**src/rtl/mc_pkg.sv**
```systemverilog
// Shared types and constants for the multi-cycle MIPS main control FSM.
// The optional addi path is enabled by defining MC_ADDI_EN.
package mc_pkg;

  typedef enum logic [3:0] {
    S_RESET  = 4'd0,
    S_FETCH  = 4'd1,
    S_DECODE = 4'd2,
    S_MEMADR = 4'd3,
    S_MEMRD  = 4'd4,
    S_MEMWB  = 4'd5,
    S_MEMWR  = 4'd6,
    S_EXEC   = 4'd7,
    S_RWB    = 4'd8,
    S_BRANCH = 4'd9,
    S_JUMP   = 4'd10
`ifdef MC_ADDI_EN
    ,
    S_ADDIEX = 4'd11,
    S_ADDIWB = 4'd12
`endif
  } state_t;

  localparam logic [5:0] OP_RTYPE = 6'b000000;
  localparam logic [5:0] OP_LW    = 6'b100011;
  localparam logic [5:0] OP_SW    = 6'b101011;
  localparam logic [5:0] OP_BEQ   = 6'b000100;
  localparam logic [5:0] OP_J     = 6'b000010;
  localparam logic [5:0] OP_ADDI  = 6'b001000;

  localparam logic [1:0] ALUOP_ADD   = 2'b00;
  localparam logic [1:0] ALUOP_SUB   = 2'b01;
  localparam logic [1:0] ALUOP_FUNCT = 2'b10;

  localparam logic [1:0] SRCB_B      = 2'b00;
  localparam logic [1:0] SRCB_FOUR   = 2'b01;
  localparam logic [1:0] SRCB_IMM    = 2'b10;
  localparam logic [1:0] SRCB_IMM_SH = 2'b11;

  localparam logic [1:0] PCSRC_ALU    = 2'b00;
  localparam logic [1:0] PCSRC_ALUOUT = 2'b01;
  localparam logic [1:0] PCSRC_JUMP   = 2'b10;

  // Moore portion of the control word; illegal_op is added by the top.
  typedef struct packed {
    logic       pc_write;
    logic       pc_write_cond;
    logic       iord;
    logic       mem_read;
    logic       mem_write;
    logic       ir_write;
    logic       mem_to_reg;
    logic       reg_dst;
    logic       reg_write;
    logic       alu_src_a;
    logic [1:0] alu_src_b;
    logic [1:0] alu_op;
    logic [1:0] pc_source;
    logic       instr_done;
  } ctrl_t;

  function automatic logic is_legal_op(input logic [5:0] op);
    logic legal;
    legal = (op == OP_RTYPE) || (op == OP_LW) || (op == OP_SW) ||
            (op == OP_BEQ)   || (op == OP_J);
`ifdef MC_ADDI_EN
    legal = legal || (op == OP_ADDI);
`endif
    return legal;
  endfunction

endpackage

```
**src/rtl/multicycle_ctrl_if.sv**
```systemverilog
// Control bundle between the main FSM (master) and the datapath (slave).
interface multicycle_ctrl_if;
  logic [5:0] opcode;
  logic       mem_ready;
  logic       pc_write;
  logic       pc_write_cond;
  logic       iord;
  logic       mem_read;
  logic       mem_write;
  logic       ir_write;
  logic       mem_to_reg;
  logic       reg_dst;
  logic       reg_write;
  logic       alu_src_a;
  logic [1:0] alu_src_b;
  logic [1:0] alu_op;
  logic [1:0] pc_source;
  logic       illegal_op;
  logic       instr_done;

  modport master (
    input  opcode, mem_ready,
    output pc_write, pc_write_cond, iord, mem_read, mem_write, ir_write,
           mem_to_reg, reg_dst, reg_write, alu_src_a, alu_src_b, alu_op,
           pc_source, illegal_op, instr_done
  );

  modport slave (
    output opcode, mem_ready,
    input  pc_write, pc_write_cond, iord, mem_read, mem_write, ir_write,
           mem_to_reg, reg_dst, reg_write, alu_src_a, alu_src_b, alu_op,
           pc_source, illegal_op, instr_done
  );
endinterface

```
**src/rtl/mc_output_decode.sv**
```systemverilog
// Combinational control word for each FSM state, with mem_ready qualifying
// the fetch load strobes and the store completion pulse.
module mc_output_decode
  import mc_pkg::*;
(
  input  state_t state,
  input  logic   mem_ready,
  output ctrl_t  ctrl
);

  always_comb begin
    // NOTE: default the whole word first so no path through the case infers a latch.
    ctrl = '0;
    unique case (state)
      S_FETCH: begin
        ctrl.mem_read  = 1'b1;
        ctrl.alu_src_b = SRCB_FOUR;
        ctrl.alu_op    = ALUOP_ADD;
        ctrl.pc_source = PCSRC_ALU;
        ctrl.ir_write  = mem_ready;
        ctrl.pc_write  = mem_ready;
      end
      S_DECODE: begin
        ctrl.alu_src_b = SRCB_IMM_SH;
        ctrl.alu_op    = ALUOP_ADD;
      end
      S_MEMADR: begin
        ctrl.alu_src_a = 1'b1;
        ctrl.alu_src_b = SRCB_IMM;
        ctrl.alu_op    = ALUOP_ADD;
      end
      S_MEMRD: begin
        ctrl.mem_read = 1'b1;
        ctrl.iord     = 1'b1;
      end
      S_MEMWB: begin
        ctrl.reg_write  = 1'b1;
        ctrl.mem_to_reg = 1'b1;
        ctrl.instr_done = 1'b1;
      end
      S_MEMWR: begin
        ctrl.mem_write  = 1'b1;
        ctrl.iord       = 1'b1;
        ctrl.instr_done = mem_ready;
      end
      S_EXEC: begin
        ctrl.alu_src_a = 1'b1;
        ctrl.alu_src_b = SRCB_B;
        ctrl.alu_op    = ALUOP_FUNCT;
      end
      S_RWB: begin
        ctrl.reg_write  = 1'b1;
        ctrl.reg_dst    = 1'b1;
        ctrl.instr_done = 1'b1;
      end
      S_BRANCH: begin
        ctrl.alu_src_a     = 1'b1;
        ctrl.alu_src_b     = SRCB_B;
        ctrl.alu_op        = ALUOP_SUB;
        ctrl.pc_write_cond = 1'b1;
        ctrl.pc_source     = PCSRC_ALUOUT;
        ctrl.instr_done    = 1'b1;
      end
      S_JUMP: begin
        ctrl.pc_write   = 1'b1;
        ctrl.pc_source  = PCSRC_JUMP;
        ctrl.instr_done = 1'b1;
      end
`ifdef MC_ADDI_EN
      S_ADDIEX: begin
        ctrl.alu_src_a = 1'b1;
        ctrl.alu_src_b = SRCB_IMM;
        ctrl.alu_op    = ALUOP_ADD;
      end
      S_ADDIWB: begin
        ctrl.reg_write  = 1'b1;
        ctrl.instr_done = 1'b1;
      end
`endif
      default: ;
    endcase
  end

endmodule

```
**src/rtl/multicycle_ctrl.sv**
```systemverilog
// Main control FSM of the multi-cycle MIPS datapath: state register and
// next-state logic; outputs come from mc_output_decode. Optional: MC_ADDI_EN.
module multicycle_ctrl
  import mc_pkg::*;
(
  input  logic                clk,
  input  logic                rst_n,
  multicycle_ctrl_if.master   bus
);

  state_t     state;
  state_t     state_next;
  logic [5:0] op_q;
  logic       illegal;
  ctrl_t      ctrl;

  // NOTE: sequential state uses non-blocking assignments so every flop samples pre-edge values.
  always_ff @(posedge clk) begin
    if (!rst_n) state <= S_RESET;
    else        state <= state_next;
  end

  // NOTE: op_q needs no reset; it is only read in MEMADR, reachable solely through DECODE.
  always_ff @(posedge clk) begin
    if (state == S_DECODE) op_q <= bus.opcode;
  end

  always_comb begin
    state_next = state;
    unique case (state)
      S_RESET:  state_next = S_FETCH;
      S_FETCH:  state_next = bus.mem_ready ? S_DECODE : S_FETCH;
      S_DECODE: begin
        case (bus.opcode)
          OP_RTYPE:     state_next = S_EXEC;
          OP_LW, OP_SW: state_next = S_MEMADR;
          OP_BEQ:       state_next = S_BRANCH;
          OP_J:         state_next = S_JUMP;
`ifdef MC_ADDI_EN
          OP_ADDI:      state_next = S_ADDIEX;
`endif
          default:      state_next = S_FETCH;
        endcase
      end
      S_MEMADR: state_next = (op_q == OP_SW) ? S_MEMWR : S_MEMRD;
      S_MEMRD:  state_next = bus.mem_ready ? S_MEMWB : S_MEMRD;
      S_MEMWB:  state_next = S_FETCH;
      S_MEMWR:  state_next = bus.mem_ready ? S_FETCH : S_MEMWR;
      S_EXEC:   state_next = S_RWB;
      S_RWB:    state_next = S_FETCH;
      S_BRANCH: state_next = S_FETCH;
      S_JUMP:   state_next = S_FETCH;
`ifdef MC_ADDI_EN
      S_ADDIEX: state_next = S_ADDIWB;
      S_ADDIWB: state_next = S_FETCH;
`endif
      default:  state_next = S_RESET;
    endcase
  end

  // An unsupported opcode ends the instruction in DECODE itself.
  assign illegal = (state == S_DECODE) && !is_legal_op(bus.opcode);

  mc_output_decode u_output_decode (
    .state     (state),
    .mem_ready (bus.mem_ready),
    .ctrl      (ctrl)
  );

  assign bus.pc_write      = ctrl.pc_write;
  assign bus.pc_write_cond = ctrl.pc_write_cond;
  assign bus.iord          = ctrl.iord;
  assign bus.mem_read      = ctrl.mem_read;
  assign bus.mem_write     = ctrl.mem_write;
  assign bus.ir_write      = ctrl.ir_write;
  assign bus.mem_to_reg    = ctrl.mem_to_reg;
  assign bus.reg_dst       = ctrl.reg_dst;
  assign bus.reg_write     = ctrl.reg_write;
  assign bus.alu_src_a     = ctrl.alu_src_a;
  assign bus.alu_src_b     = ctrl.alu_src_b;
  assign bus.alu_op        = ctrl.alu_op;
  assign bus.pc_source     = ctrl.pc_source;
  assign bus.illegal_op    = illegal;
  assign bus.instr_done    = ctrl.instr_done | illegal;

endmodule

```
**src/flat_wrapper.sv**
```systemverilog
// flat-port wrapper written by rule: the top's interface ports become plain ports
module multicycle_ctrl_flat import mc_pkg::*;
  (clk, rst_n, bus_opcode, bus_mem_ready, bus_pc_write, bus_pc_write_cond, bus_iord, bus_mem_read, bus_mem_write, bus_ir_write, bus_mem_to_reg, bus_reg_dst, bus_reg_write, bus_alu_src_a, bus_alu_src_b, bus_alu_op, bus_pc_source, bus_illegal_op, bus_instr_done);
  multicycle_ctrl_if bus_i ();
  input  logic clk;
  input  logic rst_n;
  input wire logic [$bits(bus_i.opcode)-1:0] bus_opcode;
  input wire logic [$bits(bus_i.mem_ready)-1:0] bus_mem_ready;
  output wire logic [$bits(bus_i.pc_write)-1:0] bus_pc_write;
  output wire logic [$bits(bus_i.pc_write_cond)-1:0] bus_pc_write_cond;
  output wire logic [$bits(bus_i.iord)-1:0] bus_iord;
  output wire logic [$bits(bus_i.mem_read)-1:0] bus_mem_read;
  output wire logic [$bits(bus_i.mem_write)-1:0] bus_mem_write;
  output wire logic [$bits(bus_i.ir_write)-1:0] bus_ir_write;
  output wire logic [$bits(bus_i.mem_to_reg)-1:0] bus_mem_to_reg;
  output wire logic [$bits(bus_i.reg_dst)-1:0] bus_reg_dst;
  output wire logic [$bits(bus_i.reg_write)-1:0] bus_reg_write;
  output wire logic [$bits(bus_i.alu_src_a)-1:0] bus_alu_src_a;
  output wire logic [$bits(bus_i.alu_src_b)-1:0] bus_alu_src_b;
  output wire logic [$bits(bus_i.alu_op)-1:0] bus_alu_op;
  output wire logic [$bits(bus_i.pc_source)-1:0] bus_pc_source;
  output wire logic [$bits(bus_i.illegal_op)-1:0] bus_illegal_op;
  output wire logic [$bits(bus_i.instr_done)-1:0] bus_instr_done;
  assign bus_i.opcode = bus_opcode;
  assign bus_i.mem_ready = bus_mem_ready;
  assign bus_pc_write = bus_i.pc_write;
  assign bus_pc_write_cond = bus_i.pc_write_cond;
  assign bus_iord = bus_i.iord;
  assign bus_mem_read = bus_i.mem_read;
  assign bus_mem_write = bus_i.mem_write;
  assign bus_ir_write = bus_i.ir_write;
  assign bus_mem_to_reg = bus_i.mem_to_reg;
  assign bus_reg_dst = bus_i.reg_dst;
  assign bus_reg_write = bus_i.reg_write;
  assign bus_alu_src_a = bus_i.alu_src_a;
  assign bus_alu_src_b = bus_i.alu_src_b;
  assign bus_alu_op = bus_i.alu_op;
  assign bus_pc_source = bus_i.pc_source;
  assign bus_illegal_op = bus_i.illegal_op;
  assign bus_instr_done = bus_i.instr_done;
  multicycle_ctrl u_core (.clk(clk), .rst_n(rst_n), .bus(bus_i));
endmodule
```
**config.mk**
```make
export PLATFORM = sky130hd
export DESIGN_NAME = multicycle_ctrl_flat
export DESIGN_NICKNAME = d
export VERILOG_FILES = /design/src/rtl/mc_pkg.sv /design/src/rtl/multicycle_ctrl_if.sv /design/src/rtl/mc_output_decode.sv /design/src/rtl/multicycle_ctrl.sv /design/src/flat_wrapper.sv
export SDC_FILE = /design/constraint.sdc
export NUM_CORES = 1
export LEC_CHECK = 0
export BUFFER_PORTS_ARGS = -buffer_cell sky130_fd_sc_hd__buf_2
export CAP_MARGIN = 20
export CORE_MARGIN = 1
export CORE_UTILIZATION = 40
export DETAILED_ROUTE_END_ITERATION = 8
export PLACE_DENSITY = 0.79
export SLEW_MARGIN = 20
export SYNTH_ARGS = -nofsm -noshare
export SYNTH_HDL_FRONTEND = slang
export SYNTH_SLANG_ARGS = --single-unit
```
**constraint.sdc**
```tcl
create_clock -name clk -period 2 [get_ports clk]
set_input_delay 0.1 -clock clk [delete_from_list [all_inputs] [get_ports clk]]
set_output_delay 0.1 -clock clk [all_outputs]
set_load 0.01 [all_outputs]
```
* After elaboration in Yosys (flattened, before gate mapping)
Index checks and enable logic that the tools add are counted. W data, S select, Z words.
Storage, ports and cells: register bits 10, output and inout port bits 18, logic and storage cells 52
Cells by class: reduce and logical (&&, ||, !) cells 15, bitwise operators 1, equality and inequality tests 15, muxes and demuxes 19
Operators by type and width (count):
- $pmux W4 S7 | 1
- $pmux W4 S5 | 1
- $eq A6 B6 Y1 const B | 3
- $eq A4 B3 Y1 const B | 4
- $pmux W4 S4 | 1
- $eq A4 B4 Y1 const B | 3
- $mux W1 | 10
- $eq A4 B2 Y1 const B | 2
- $reduce_or A2 Y1 | 4
- $eq A6 B2 Y1 const B | 1
- $eq A6 B3 Y1 const B | 1
- $logic_not A6 Y1 | 1
- $reduce_or A5 Y1 | 1
- $eq A4 B1 Y1 const B | 1
- $logic_not A4 Y1 | 1
- $logic_or A1 B1 Y1 | 4
- $mux W2 | 2
- $pmux W1 S2 | 2
- $pmux W2 S2 | 1
- $reduce_or A4 Y1 | 1
- $mux W3 | 1
- $reduce_or A3 Y1 | 1
- $logic_and A1 B1 Y1 | 1
- $logic_not A1 Y1 | 1
- $or A1 B1 Y1 | 1

* Logic depth before layout (Yosys ltp)
depth after elaboration 8, depth in mapped cells 5, gate-level depth less buffers 4

* Hierarchy
From an unflattened synthesis, not the netlist that was laid out.
Unflattened totals: cells, all modules 81, area, all modules 773.2 um2
Modules (own cells, without submodules):
- multicycle_ctrl | times used 1, seq. area each 260.2 um2, cells each 49, area each 509.2 um2
- mc_output_decode | times used 1, seq. area each 0.0 um2, cells each 32, area each 264.0 um2

* Worst setup path before layout
OpenSTA, ideal clock, no wires.
path kind flip-flop to output port, from register u_core.state[1], to output bus_instr_done, arrival time 1.777 ns, data required time 1.900 ns, path slack 0.123 ns, stages on the path, launching flop included 6, cells stage by stage dfxtp_1 -> buf_2 -> nand2b_1 -> nor3_1 -> o311a_2 -> a221o_1
RTL lines:
- start: declaration | line multicycle_ctrl.sv:11 | state_t state;
- start signal: assignment | line multicycle_ctrl.sv:20 | else state <= state_next;
- $eq A4 B2 Y1 | line multicycle_ctrl.sv:62 | assign illegal = (state == S_DECODE) && !is_legal_op(bus.opcode);
- $logic_and A1 B1 Y1 | line multicycle_ctrl.sv:62
- net bus_illegal_op | line flat_wrapper.sv:22 | output wire logic [$bits(bus_i.illegal_op)-1:0] bus_illegal_op;
- $or A1 B1 Y1 | line multicycle_ctrl.sv:84 | assign bus.instr_done = ctrl.instr_done | illegal;
- end: declaration | line flat_wrapper.sv:23 | output wire logic [$bits(bus_i.instr_done)-1:0] bus_instr_done;
The timed path passes the listed nets, and every way through them passes these cells.

* Final worst setup path
from register u_core.state[1], to output bus_pc_write
On the way: word-level cells in the longest chain between the ends 2
Ends and longest elaborated chain:
- $eq A4 B4 Y1 / $eq A4 B1 Y1 (equally long branches) | line mc_output_decode.sv:14 | unique case (state)
- $pmux W1 S2 * | line mc_output_decode.sv:14
- end: declaration | line flat_wrapper.sv:9 | output wire logic [$bits(bus_i.pc_write)-1:0] bus_pc_write;
Mark *: on every way between the ends. The rest lies on a longest branch, timed or not.

==> run metrics <==
worst-path maximum fanout=10; Mapped Cells=77; CP cell instances=nand2b_1 > nor4b_1 > or2_1 > buf_2; gr ovfl total=0; largest net degree at the start of global routing=13; routed via count=663; fin nets=114; all-layer global routing usage=18.9%; Pwr per Cell Area=582 nW/um^2; wire per inst=12.9 microns; antenna-violating nets left=0; fin crit share=90.5%; Yosys warning count=0; final std cells w/o fill=120; # fillers=149; via/cell ratio=5.53; drt pass-1 iters=4; Final Skew=0.00133 ns; hpwl dp=1170 microns; Crit path max-delay family=simple AND/OR/NAND/NOR gates; # IOs=27; Tmin final=1.81 ns; antenna fix cells=0; # DRC=0; hold buffer count at CTS=0; die height=42.1 microns; maxcap violations=0; setup TNS=0 ns; Iter 0 DRT Violations=15; Area after DPL=786 sq um; maximum vdd drop=0.000327 V; Lkg Pwr=0.000370 uW; CP Data Required Time=1.90 ns; final setup vio count=0; Final Max Tran Viols=0; Layout area overhead=26.0%; count of flip-flops with a built-in enable after synthesis=6; count of cell types in the netlist=36; Final Hold Viols=0; post-cts resize count=0; overall power=473 uW; placed cell count=116; CP Class=flip-flop to output port; Hold/Removal Path Class=primary input to flip-flop; layout cell share with drive strength beyond 1=30.8%; Post-CTS Setup Inserts=0; final core occ=53.9%; fmax=553 MHz; Clk pin slew, worst setup/hold paths=0.07 ns; Port Buf Inserts=26; Post-Syn Area=644 sq um; crit path DAT=1.71 ns; Crit. End Element=output port; Synth Net Count=86; maximum root-to-sink buffer count=2; Crit path largest cell delay=0.45 ns; initial core utilization=42.8%; ys flop type=edfxtp_1; register area share after synthesis=40.4%; CTS tree=done; row cnt=14; die width=42.1 microns; #FFs+latches synth=10; wire length of the first global-routing pass=2540 microns; CP max-delay cell=nor4b_1; design area=812 sq um; initial antenna violation count=0; Num CTS Buffers=3; RSZ-0062 raised after global routing=false; syn avg cell area=8.37 sq um; relative slew slack=73.1%; # clock sinks=10; Core Area=1510 sq um; clk_lat worst skew=0.27 ns; number of global-route vias before repair=602; H-tree Lvls=1; outcome=finished, final reports clean; Worst setup SP type=flip-flop; Synth async-reset ratio=0%; clock root buffer=clkbuf_4; Die ar.=1780 sq um; reg-to-reg setup timing slack=0.45 ns; Buffers & Inverters on Critical Path=1; Final Wtd Congestion=0.848; DRT Wirelength=1550 microns; transition time of the tightest slew-check pin=0.397 ns
## placed cells by master, fill, tap and decap left out, types with 2 or more instances in the layout
cell type,instances
buf_2,26
clkbuf_4,3
edfxtp_1,6
nor3_1,4
a31oi_1,3
dfxtp_1,4
nand2b_1,4
nor3b_1,2
o21ai_1,2
o21ai_0,2
nand2_1,6
buf_4,2
or2_1,2
inv_1,3
nor2_1,14
## kinds of logic after synthesis
group / Yosys count / share of synthesized area (%)
AND/OR/NAND/NOR: 41 / 33.2
AO/OA/AOI/OAI: 15 / 16.7
flip-flops: 10 / 40.4
buffers and inverters: 8 / 5.44
XOR/XNOR: 2 / 2.72
multiplexers: 1 / 1.55
## layout make-up
cell class                      instances  area, sq um  area share (%)
Clock buffer                            3         22.5            2.77
Clock inverter                          1         3.75           0.462
Inverter                                3         11.3            1.39
Multi-Input combinational cell         59          349            43.0
Sequential cell                        10          260            32.0
Tap cell                               16         20.0            2.47
Timing Repair Buffer                   28          145            17.9
## where the power goes
group | switching (uW) | leakage, uW | total, uW | internal (uW)
combinational | 50.9 | 0.000267 | 91.5 | 40.6
sequential | 9.18 | 0.0000871 | 235 | 226
clock | 73.7 | 0.0000154 | 146 | 72.4
## registers in the layout (all words and copies together) (netlist names)
name and cells:
u_core.state 4, u_core.op_q 6
## Yosys cell counts (2+ instances only)
cell | number | area, sq um
a31oi_1 | 3 | 18.8
clkbuf_1 | 2 | 7.51
dfxtp_1 | 4 | 80.1
edfxtp_1 | 6 | 180
inv_1 | 3 | 11.3
nand2_1 | 6 | 22.5
nand2b_1 | 4 | 25.0
nor2_1 | 14 | 52.6
nor3_1 | 4 | 20.0
nor3b_1 | 2 | 15.0
o21ai_0 | 2 | 10.0
o21ai_1 | 2 | 10.0
or2_1 | 2 | 12.5
## final timing paths
check / endpoint / startpoint / depth (start not counted)
min reg2reg: u_core.state[1]$_SDFF_PN0_ / u_core.op_q[2]$_DFFE_PP_ / 2
max reg2reg: u_core.state[1]$_SDFF_PN0_ / u_core.state[3]$_SDFF_PN0_ / 4
max: bus_pc_write / u_core.state[1]$_SDFF_PN0_ / 4
min: u_core.op_q[3]$_DFFE_PP_ / bus_opcode[3] / 1
## per-stage QoR
step | setup slack, ns | hold WS (ns)
after floorplan | 0.123 | 0.199
after global placement | 0.293 | 0.304
after detailed placement | 0.273 | 0.313
after CTS | 0.182 | 0.0313
after global routing | 0.0678 | 0.0450
final | 0.190 | 0.0468
## per-layer routing
layer	global-route usage, %	wire (microns)	share of wire, %	up-vias
met5	0	0	0	-
met4	9.38	28	1.8	0
met3	4.31	113	7.3	4
met2	32.5	781	51	20
met1	22.1	622	40	308
li1	-	-	-	331
Power figures use the tool's default switching activity.
